$ cat src/rtl/key_debouncer.sv
// rtl/key_debouncer.sv - per-key 2-flop synchronizer plus four-state debounce FSM
// pressed is decoded from state; press/release strobes are registered with the transition.
module key_debouncer #(
  parameter int N_KEYS          = 3,
  parameter int DEBOUNCE_CYCLES = 1000000,
  parameter int CNT_W           = 20
) (
  input  logic              Clock,
  input  logic              Resetn,
  input  logic [N_KEYS-1:0] KEY_n,
  output logic [N_KEYS-1:0] pressed,
  output logic [N_KEYS-1:0] press_pulse,
  output logic [N_KEYS-1:0] release_pulse
);

  typedef enum logic [1:0] {
    RELEASED     = 2'd0,
    PRESS_WAIT   = 2'd1,
    PRESSED      = 2'd2,
    RELEASE_WAIT = 2'd3
  } state_t;

  localparam logic [CNT_W-1:0] CNT_LAST = CNT_W'(DEBOUNCE_CYCLES - 1);
  localparam logic [CNT_W-1:0] CNT_ONE  = CNT_W'(1);

  logic [N_KEYS-1:0] sync1;
  logic [N_KEYS-1:0] sync2;
  state_t            state    [N_KEYS];
  state_t            state_nx [N_KEYS];
  logic [CNT_W-1:0]  cnt      [N_KEYS];
  logic [CNT_W-1:0]  cnt_nx   [N_KEYS];
  logic [N_KEYS-1:0] press_nx;
  logic [N_KEYS-1:0] release_nx;

  // Synchronizer resets to the released level so no false press follows reset.
  always_ff @(posedge Clock or negedge Resetn) begin
    if (!Resetn) begin
      sync1 <= '1;
      sync2 <= '1;
    end else begin
      sync1 <= KEY_n;
      sync2 <= sync1;
    end
  end

  always_ff @(posedge Clock or negedge Resetn) begin
    if (!Resetn) begin
      for (int k = 0; k < N_KEYS; k++) begin
        state[k] <= RELEASED;
        cnt[k]   <= '0;
      end
      press_pulse   <= '0;
      release_pulse <= '0;
    end else begin
      for (int k = 0; k < N_KEYS; k++) begin
        state[k] <= state_nx[k];
        cnt[k]   <= cnt_nx[k];
      end
      press_pulse   <= press_nx;
      release_pulse <= release_nx;
    end
  end

  // cnt counts consecutive samples at the candidate level; any opposite sample drops it to zero.
  always_comb begin
    for (int k = 0; k < N_KEYS; k++) begin
      state_nx[k] = state[k];
      cnt_nx[k]   = '0;
      case (state[k])
        RELEASED: begin
          if (!sync2[k]) begin
            state_nx[k] = PRESS_WAIT;
            cnt_nx[k]   = CNT_ONE;
          end
        end
        PRESS_WAIT: begin
          if (sync2[k]) begin
            state_nx[k] = RELEASED;
          end else if (cnt[k] == CNT_LAST) begin
            state_nx[k] = PRESSED;
          end else begin
            cnt_nx[k] = cnt[k] + CNT_ONE;
          end
        end
        PRESSED: begin
          if (sync2[k]) begin
            state_nx[k] = RELEASE_WAIT;
            cnt_nx[k]   = CNT_ONE;
          end
        end
        RELEASE_WAIT: begin
          if (!sync2[k]) begin
            state_nx[k] = PRESSED;
          end else if (cnt[k] == CNT_LAST) begin
            state_nx[k] = RELEASED;
          end else begin
            cnt_nx[k] = cnt[k] + CNT_ONE;
          end
        end
        default: begin
          state_nx[k] = RELEASED;
        end
      endcase
    end
  end

  always_comb begin
    press_nx   = '0;
    release_nx = '0;
    pressed    = '0;
    for (int k = 0; k < N_KEYS; k++) begin
      press_nx[k]   = (state[k] == PRESS_WAIT)   && !sync2[k] && (cnt[k] == CNT_LAST);
      release_nx[k] = (state[k] == RELEASE_WAIT) &&  sync2[k] && (cnt[k] == CNT_LAST);
      pressed[k]    = (state[k] == PRESSED) || (state[k] == RELEASE_WAIT);
    end
  end

endmodule
$ cat config.mk
export PLATFORM = sky130hd
export DESIGN_NAME = key_debouncer
export DESIGN_NICKNAME = d
export VERILOG_FILES = /design/src/rtl/key_debouncer.sv
export SDC_FILE = /design/constraint.sdc
export NUM_CORES = 1
export LEC_CHECK = 0
export CORE_UTILIZATION = 50
export DETAILED_ROUTE_END_ITERATION = 7
export PLACE_DENSITY = 0.77
export SYNTH_ARGS = -nofsm -noshare
export SYNTH_HDL_FRONTEND = slang
export SYNTH_SLANG_ARGS = --single-unit
$ cat constraint.sdc
create_clock -name Clock -period 3.85 [get_ports Clock]
set_clock_uncertainty 0.2 [all_clocks]
set_input_delay 0.5775 -clock Clock [delete_from_list [all_inputs] [get_ports Clock]]
set_output_delay 0.5775 -clock Clock [all_outputs]
set_load 0.05 [all_outputs]
==> results of run 1 <==
-- layer usage --
metal | vias to the layer above | wire length, um | share of wire [%] | GRT usage (%)
li1 | 1277 | - | - | -
met1 | 1267 | 3000 | 48 | 25.5
met2 | 41 | 2950 | 47 | 29.0
met3 | 9 | 215 | 3.4 | 5.12
met4 | 0 | 89 | 1.4 | 8.20
met5 | - | 0 | 0 | 0
-- logic make-up (layout without fill, tap and decap cells) --
kind of cell / after synthesis / in the layout / synth area share (%)
simple gates: 164 / 164 / 24.5
buf+inv: 29 / 45 / 3.14
fa+ha+maj: 3 / 3 / 1.04
flops: 78 / 78 / 54.1
mux: 3 / 3 / 0.829
xor+xnor: 40 / 40 / 9.68
compound gates: 40 / 40 / 6.70
-- sequential cells by signal, summed over array words and instances, names as in the netlist, named ones only --
| register | flops |
|---|---|
| cnt | 60 |
| press_pulse | 3 |
| release_pulse | 3 |
| state | 3 |
| sync1 | 3 |
| sync2 | 3 |
-- synthesized netlist by cell type, drive strengths merged --
master,count
a311o,2
a211oi,3
and3,7
nor3b,3
and4,5
clkbuf,9
nand3,18
or3,9
dfrtp,72
nand3b,2
or4b,1
a31o,1
nand4,13
nand4b,1
a21oi,17
buf,4
and2,1
inv,16
mux2i,3
nor2,51
ha,3
xor2,15
o31ai,7
nor3,9
nor4,12
o21ai,9
a211o,1
or4,10
nand2,20
dfstp,6
and4b,2
xnor2,25
-- final cells by class --
| cell class | count | area [sq um] |
|---|---|---|
| repair buffers | 13 | 128 |
| multi-input cells | 250 | 1550 |
| inverters | 16 | 60.1 |
| clock inverters | 6 | 71.3 |
| fillers | 612 | 2890 |
| clock buffers | 10 | 128 |
| well taps | 96 | 120 |
| flip-flops and latches | 78 | 1960 |
-- worst max path at each step --
stage            start    endpoint  slack, ns
3_3_place_gp   cnt[40]     cnt[56]       1.55
3_5_place_dp   cnt[40]     cnt[56]       1.45
2_1_floorplan  cnt[40]     cnt[56]       1.62
4_1_cts           flop  pressed[2]       1.43
6_report          flop  pressed[0]       1.45
5_1_grt        cnt[40]     cnt[56]       1.32
-- per-stage QoR --
stage	hold slack, ns	utilization, %	cells	area (sq um)	total power [mW]
after floorplan	0.0819	-	357	3620	0.872
after global placement	0.147	55.2	453	3810	0.895
after detailed placement	0.150	55.2	453	3810	0.897
after CTS	0.162	58.1	469	4010	1.51
after global routing	0.166	58.1	469	4010	1.55
final	0.158	58.1	469	4010	1.48
-- power groups by stage --
stage	logic [mW]	clock network [mW]	registers, mW
after floorplan	0.0199	0	0.852
after CTS	0.0432	0.625	0.838
after global routing	0.0488	0.659	0.839
after global placement	0.0421	0	0.853
after detailed placement	0.0433	0	0.854
final	0.0412	0.604	0.838
==> out/summary.txt, run 1 <==
Final setup viols: 0
worst-path maximum fanout: 5
cell depth of the worst setup path: 1
Crit path max-delay family: buffers and inverters
vias in the first global route: 2495
peak supply drop: 270 uV
first-pass GRT wire length: 11.1 mm
Reg power frac: 56.5%
final worst path period need: 2.40 ns
Clk pwr share: 40.7%
DRT iter0 DRCs: 160
die area: 7590 sq um
power share of the combinational group: 2.8%
final hold violations: 0
Syn-to-layout area delta: 10.9%
Yosys reg bits: 78
Post-Syn Nets: 365
drt first pass iters: 4
Starting Density: 52.4%
crit share post-route: 62.3%
Cell Area, Synth: 3620 sq um
Netlist cell types: 38
P_sw: 0.339 mW
ANT cells: 0
Max-Cap Viols: 0
status: completed
Hold Crit Class: in2async
Syn Area/Cell: 10.1 sq um
slowest stage cell, crit path: clkdlybuf4s50_1
DRT Wirelength: 6.26 mm
vias per inst: 5.53
Worst slew margin: 36.7%
num rows: 30
Resized Gates After CTS: 0
crit-path cells: clkdlybuf4s50_1
antenna violations before repair: 0
# H-tree levels: 3
DP HPWL: 4.09 mm
Synth top area share: 49.8%
PwrDens: 369 nW/um^2
Max Fclk: 417 MHz
startpoint types: flop
clock tree buffer depth: 2
Slew @ Worst Pin: 0.950 ns
Die Ht: 87.1 um
GP Congestion: 0.794
largest net degree at the start of global routing: 79
number of routed nets with antenna violations: 0
R2R depth: 5
sequential-to-total area share from yosys stat: 54.1%
Setup CP Type: reg2out
number of CTS-inserted buffers: 9
clk slew on worst S/H paths: 0.08 ns
share of cells above drive strength 1: 8.04%
TritonCTS clock tree: built
most frequent cells in the layout: 72 x dfrtp_1, 51 x nor2_1, 25 x xnor2_1
Die Wd: 87.1 um
worst r2r src: cnt[40]
Buf/Inv on CP: 1
TritonCTS Sinks: 78
CP arrival: 1.62 ns
Avg WL per Cell: 13.3 um
Int Pwr: 1.14 mW
most common cell after layout, fill and taps aside: dfrtp_1
setup bufs post-CTS: 0
Setup TNS Final: 0 ns
RSZ-0062 raised after global routing: false
total gr overflow: 0
Reg-to-Reg End: cnt[56]
Critical Path RT: 3.07 ns
DP Worst Slack: 1.45 ns
Yosys warnings: 0
Setup crit end kind: primary output
Synth Instances: 357
Ports: 14
area leader, netlist: dfrtp_1
port bufs: 13
via count: 2594
Static Leakage: 1.54 nW
Slew Viols, Final: 0
worst reg2reg setup slack: 1.46 ns
CTS root buf: clkbuf_8
global-route usage over all layers: 18.9%
Final WS setup: 1.45 ns
Switching Share: 22.8%
cts hold-fix bufs: 0
Worst-Skew Late Latency: 0.35 ns
CORE AREA: 6910 sq um
Remaining DRCs: 0
max incr delay on CP: 0.84 ns
Synth area leaders: dfrtp_1 50%, xnor2_1 6.0%, nor2_1 5.3%, dfstp_2 4.4%, xor2_1 3.6%
Post-layout nets: 376
Power figures use the tool's default switching activity.
==> run 2: changes to the inputs <==
--- a/config.mk
+++ b/config.mk
@@ -7,7 +7,7 @@
 export LEC_CHECK = 0
 export CORE_UTILIZATION = 50
 export DETAILED_ROUTE_END_ITERATION = 7
-export PLACE_DENSITY = 0.77
+export PLACE_DENSITY = 0.8
 export SYNTH_ARGS = -nofsm -noshare
 export SYNTH_HDL_FRONTEND = slang
 export SYNTH_SLANG_ARGS = --single-unit
==> constraint.sdc (replaced) <==
create_clock -name Clock -period 2 [get_ports Clock]
set_clock_uncertainty 0.2 [all_clocks]
set_input_delay 0.3 -clock Clock [delete_from_list [all_inputs] [get_ports Clock]]
set_output_delay 0.3 -clock Clock [all_outputs]
set_load 0.05 [all_outputs]
==> out/summary.txt, run 2 (synthesized netlist as in run 1, its figures left out) <==
status: finished, violations left
failing checks: setup timing
crit share post-route: 104%
Setup crit end kind: flop
met1 GRT Util: 28.2% (+2.7 points)
Crit path max-delay family: simple AND/OR/NAND/NOR gates
Final setup viols: 6 (+6)
global-route usage over all layers: 21.6% (+2.7 points)
final hold violations: 0 (unchanged)
GRT met3 Usage: 4.55% (-0.57 points)
max FFs per register: 60 (unchanged)
max incr delay on CP: 0.55 ns (-0.29 ns)
first-pass GRT wire length: 12.5 mm (+12%)
Largest Register: cnt
vias per inst: 5.50 (-0.61%)
Syn-to-layout area delta: 26.6%
most common cell after layout, fill and taps aside: dfrtp_1
peak supply drop: 506 uV (+87%)
Buf/Inv on CP: 0 (-1)
Tot Pwr: 3.09 mW (+110%)
share of cells above drive strength 1: 26.8% (+19 points)
Finished Cell Area: 4590 sq um (+14%)
Slew @ Worst Pin: 0.475 ns (-0.475 ns)
slowest stage cell, crit path: or4_4
via count: 2864 (+10%)
Static Leakage: 1.88 nW (+22%)
placed cell areas: 4180 sq um (+9.5%)
final worst path period need: 2.07 ns
TritonCTS clock tree: built
GRT met2 Usage: 34.9% (+5.9 points)
Die Ht: 87.1 um (unchanged)
GP Congestion: 0.873 (+9.8%)
PwrDens: 674 nW/um^2 (+82%)
total gr overflow: 0 (unchanged)
CP arrival: 2.17 ns (+0.55 ns)
RSZ-0062 raised after global routing: true
most used routing layer: met2
Post-layout nets: 428 (+14%)
vias in the first global route: 2757 (+11%)
startpoint types: flop
Remaining DRCs: 0 (unchanged)
Critical Path RT: 2.09 ns (-0.98 ns)
port bufs: 13 (unchanged)
Ports: 14 (unchanged)
Starting Density: 52.4% (unchanged)
CTS root buf: clkbuf_8
number of routed nets with antenna violations: 0 (unchanged)
die area: 7590 sq um (unchanged)
ANT cells: 0 (unchanged)
largest net degree at the start of global routing: 35 (-56%)
DRT Wirelength: 7.69 mm (+23%)
Worst-Skew Late Latency: 0.36 ns (about the same)
number of CTS-inserted buffers: 9 (unchanged)
Worst slew margin: 68.0% (+31 points)
Die Wd: 87.1 um (unchanged)
antenna violations before repair: 0 (unchanged)
Max-Cap Viols: 0 (unchanged)
DP HPWL: 5.23 mm (+28%)
Max Fclk: 482 MHz
Avg WL per Cell: 14.8 um (+11%)
TritonCTS Sinks: 78 (unchanged)
num rows: 30 (unchanged)
clk slew on worst S/H paths: 0.09 ns (about the same)
DRT iter0 DRCs: 115 (-28%)
Setup CP Type: reg2reg
Setup TNS Final: -0.245 ns (-0.245 ns)
most frequent cells in the layout: 70 x dfrtp_1, 53 x buf_4, 51 x nor2_1
clock tree buffer depth: 2 (unchanged)
hold_ws: 0.141 ns (-0.0179 ns)
Hold Crit Class: in2reg
final core utilization: 66.4% (+8.3 points)
# H-tree levels: 3 (unchanged)
drt first pass iters: 5 (+1)
Final WS setup: -0.0726 ns (-1.52 ns)
crit-path cells: ha_4 -> nand3_4 -> or4_4 -> or4b_1 -> a21oi_1
Slew Viols, Final: 0 (unchanged)
CORE AREA: 6910 sq um (unchanged)
worst-path maximum fanout: 5 (unchanged)
## run 2: final timing paths
check	startpoint	to	depth (start not counted)	slack, ns
max	cnt[40]	cnt[56]	5	-0.07
min	KEY_n[1]	sync1[1]	1	0.14
max reg2reg	cnt[40]	cnt[56]	5	-0.07
min reg2reg	sync1[0]	sync2[0]	0	0.15
max in group asynchronous	Resetn	sync1[1]	3	0.80
min in group asynchronous	Resetn	cnt[21]	2	0.22
## run 2: what timing repair did
item                                    4_1_cts  5_1_grt
resized for setup                             9       22
cloned                                        0        0
buffers inserted                              1        8
pin swaps                                     3        5
hold buffers                                  1        0
endpoints found under the setup margin       26       45
hold endpoints to repair                     30        0
## run 2: metal layers
metal	vias to the layer above	part of all wire [%]	wire, um
li1	1386	-	-
met1	1401	44	3390
met2	66	50	3870
met3	11	3.9	301
met4	0	1.7	127
met5	-	0	0
## run 2: report_power, final
group	leakage [nW]	total, mW	internal (mW)	switching, mW
sequential	1.05	1.61	1.60	0.0163
combinational	0.710	0.121	0.0490	0.0717
clock	0.113	1.36	0.745	0.610
## run 2: cell type report
type                    instances  area, sq um
clock buffers                  10          138
flip-flops and latches         78         1960
clock inverters                 6         93.8
multi-input cells             250         1680
well taps                      96          120
inverters                      16         60.1
fillers                       549         2320
repair buffers                 65          536
## run 2: metrics by stage
step | std cells | worst slack [ns]
2_1_floorplan | 357 | -0.165
3_3_place_gp | 495 | -0.0377
3_5_place_dp | 495 | -0.0769
4_1_cts | 513 | -0.0584
5_1_grt | 521 | -0.130
6_report | 521 | -0.0726
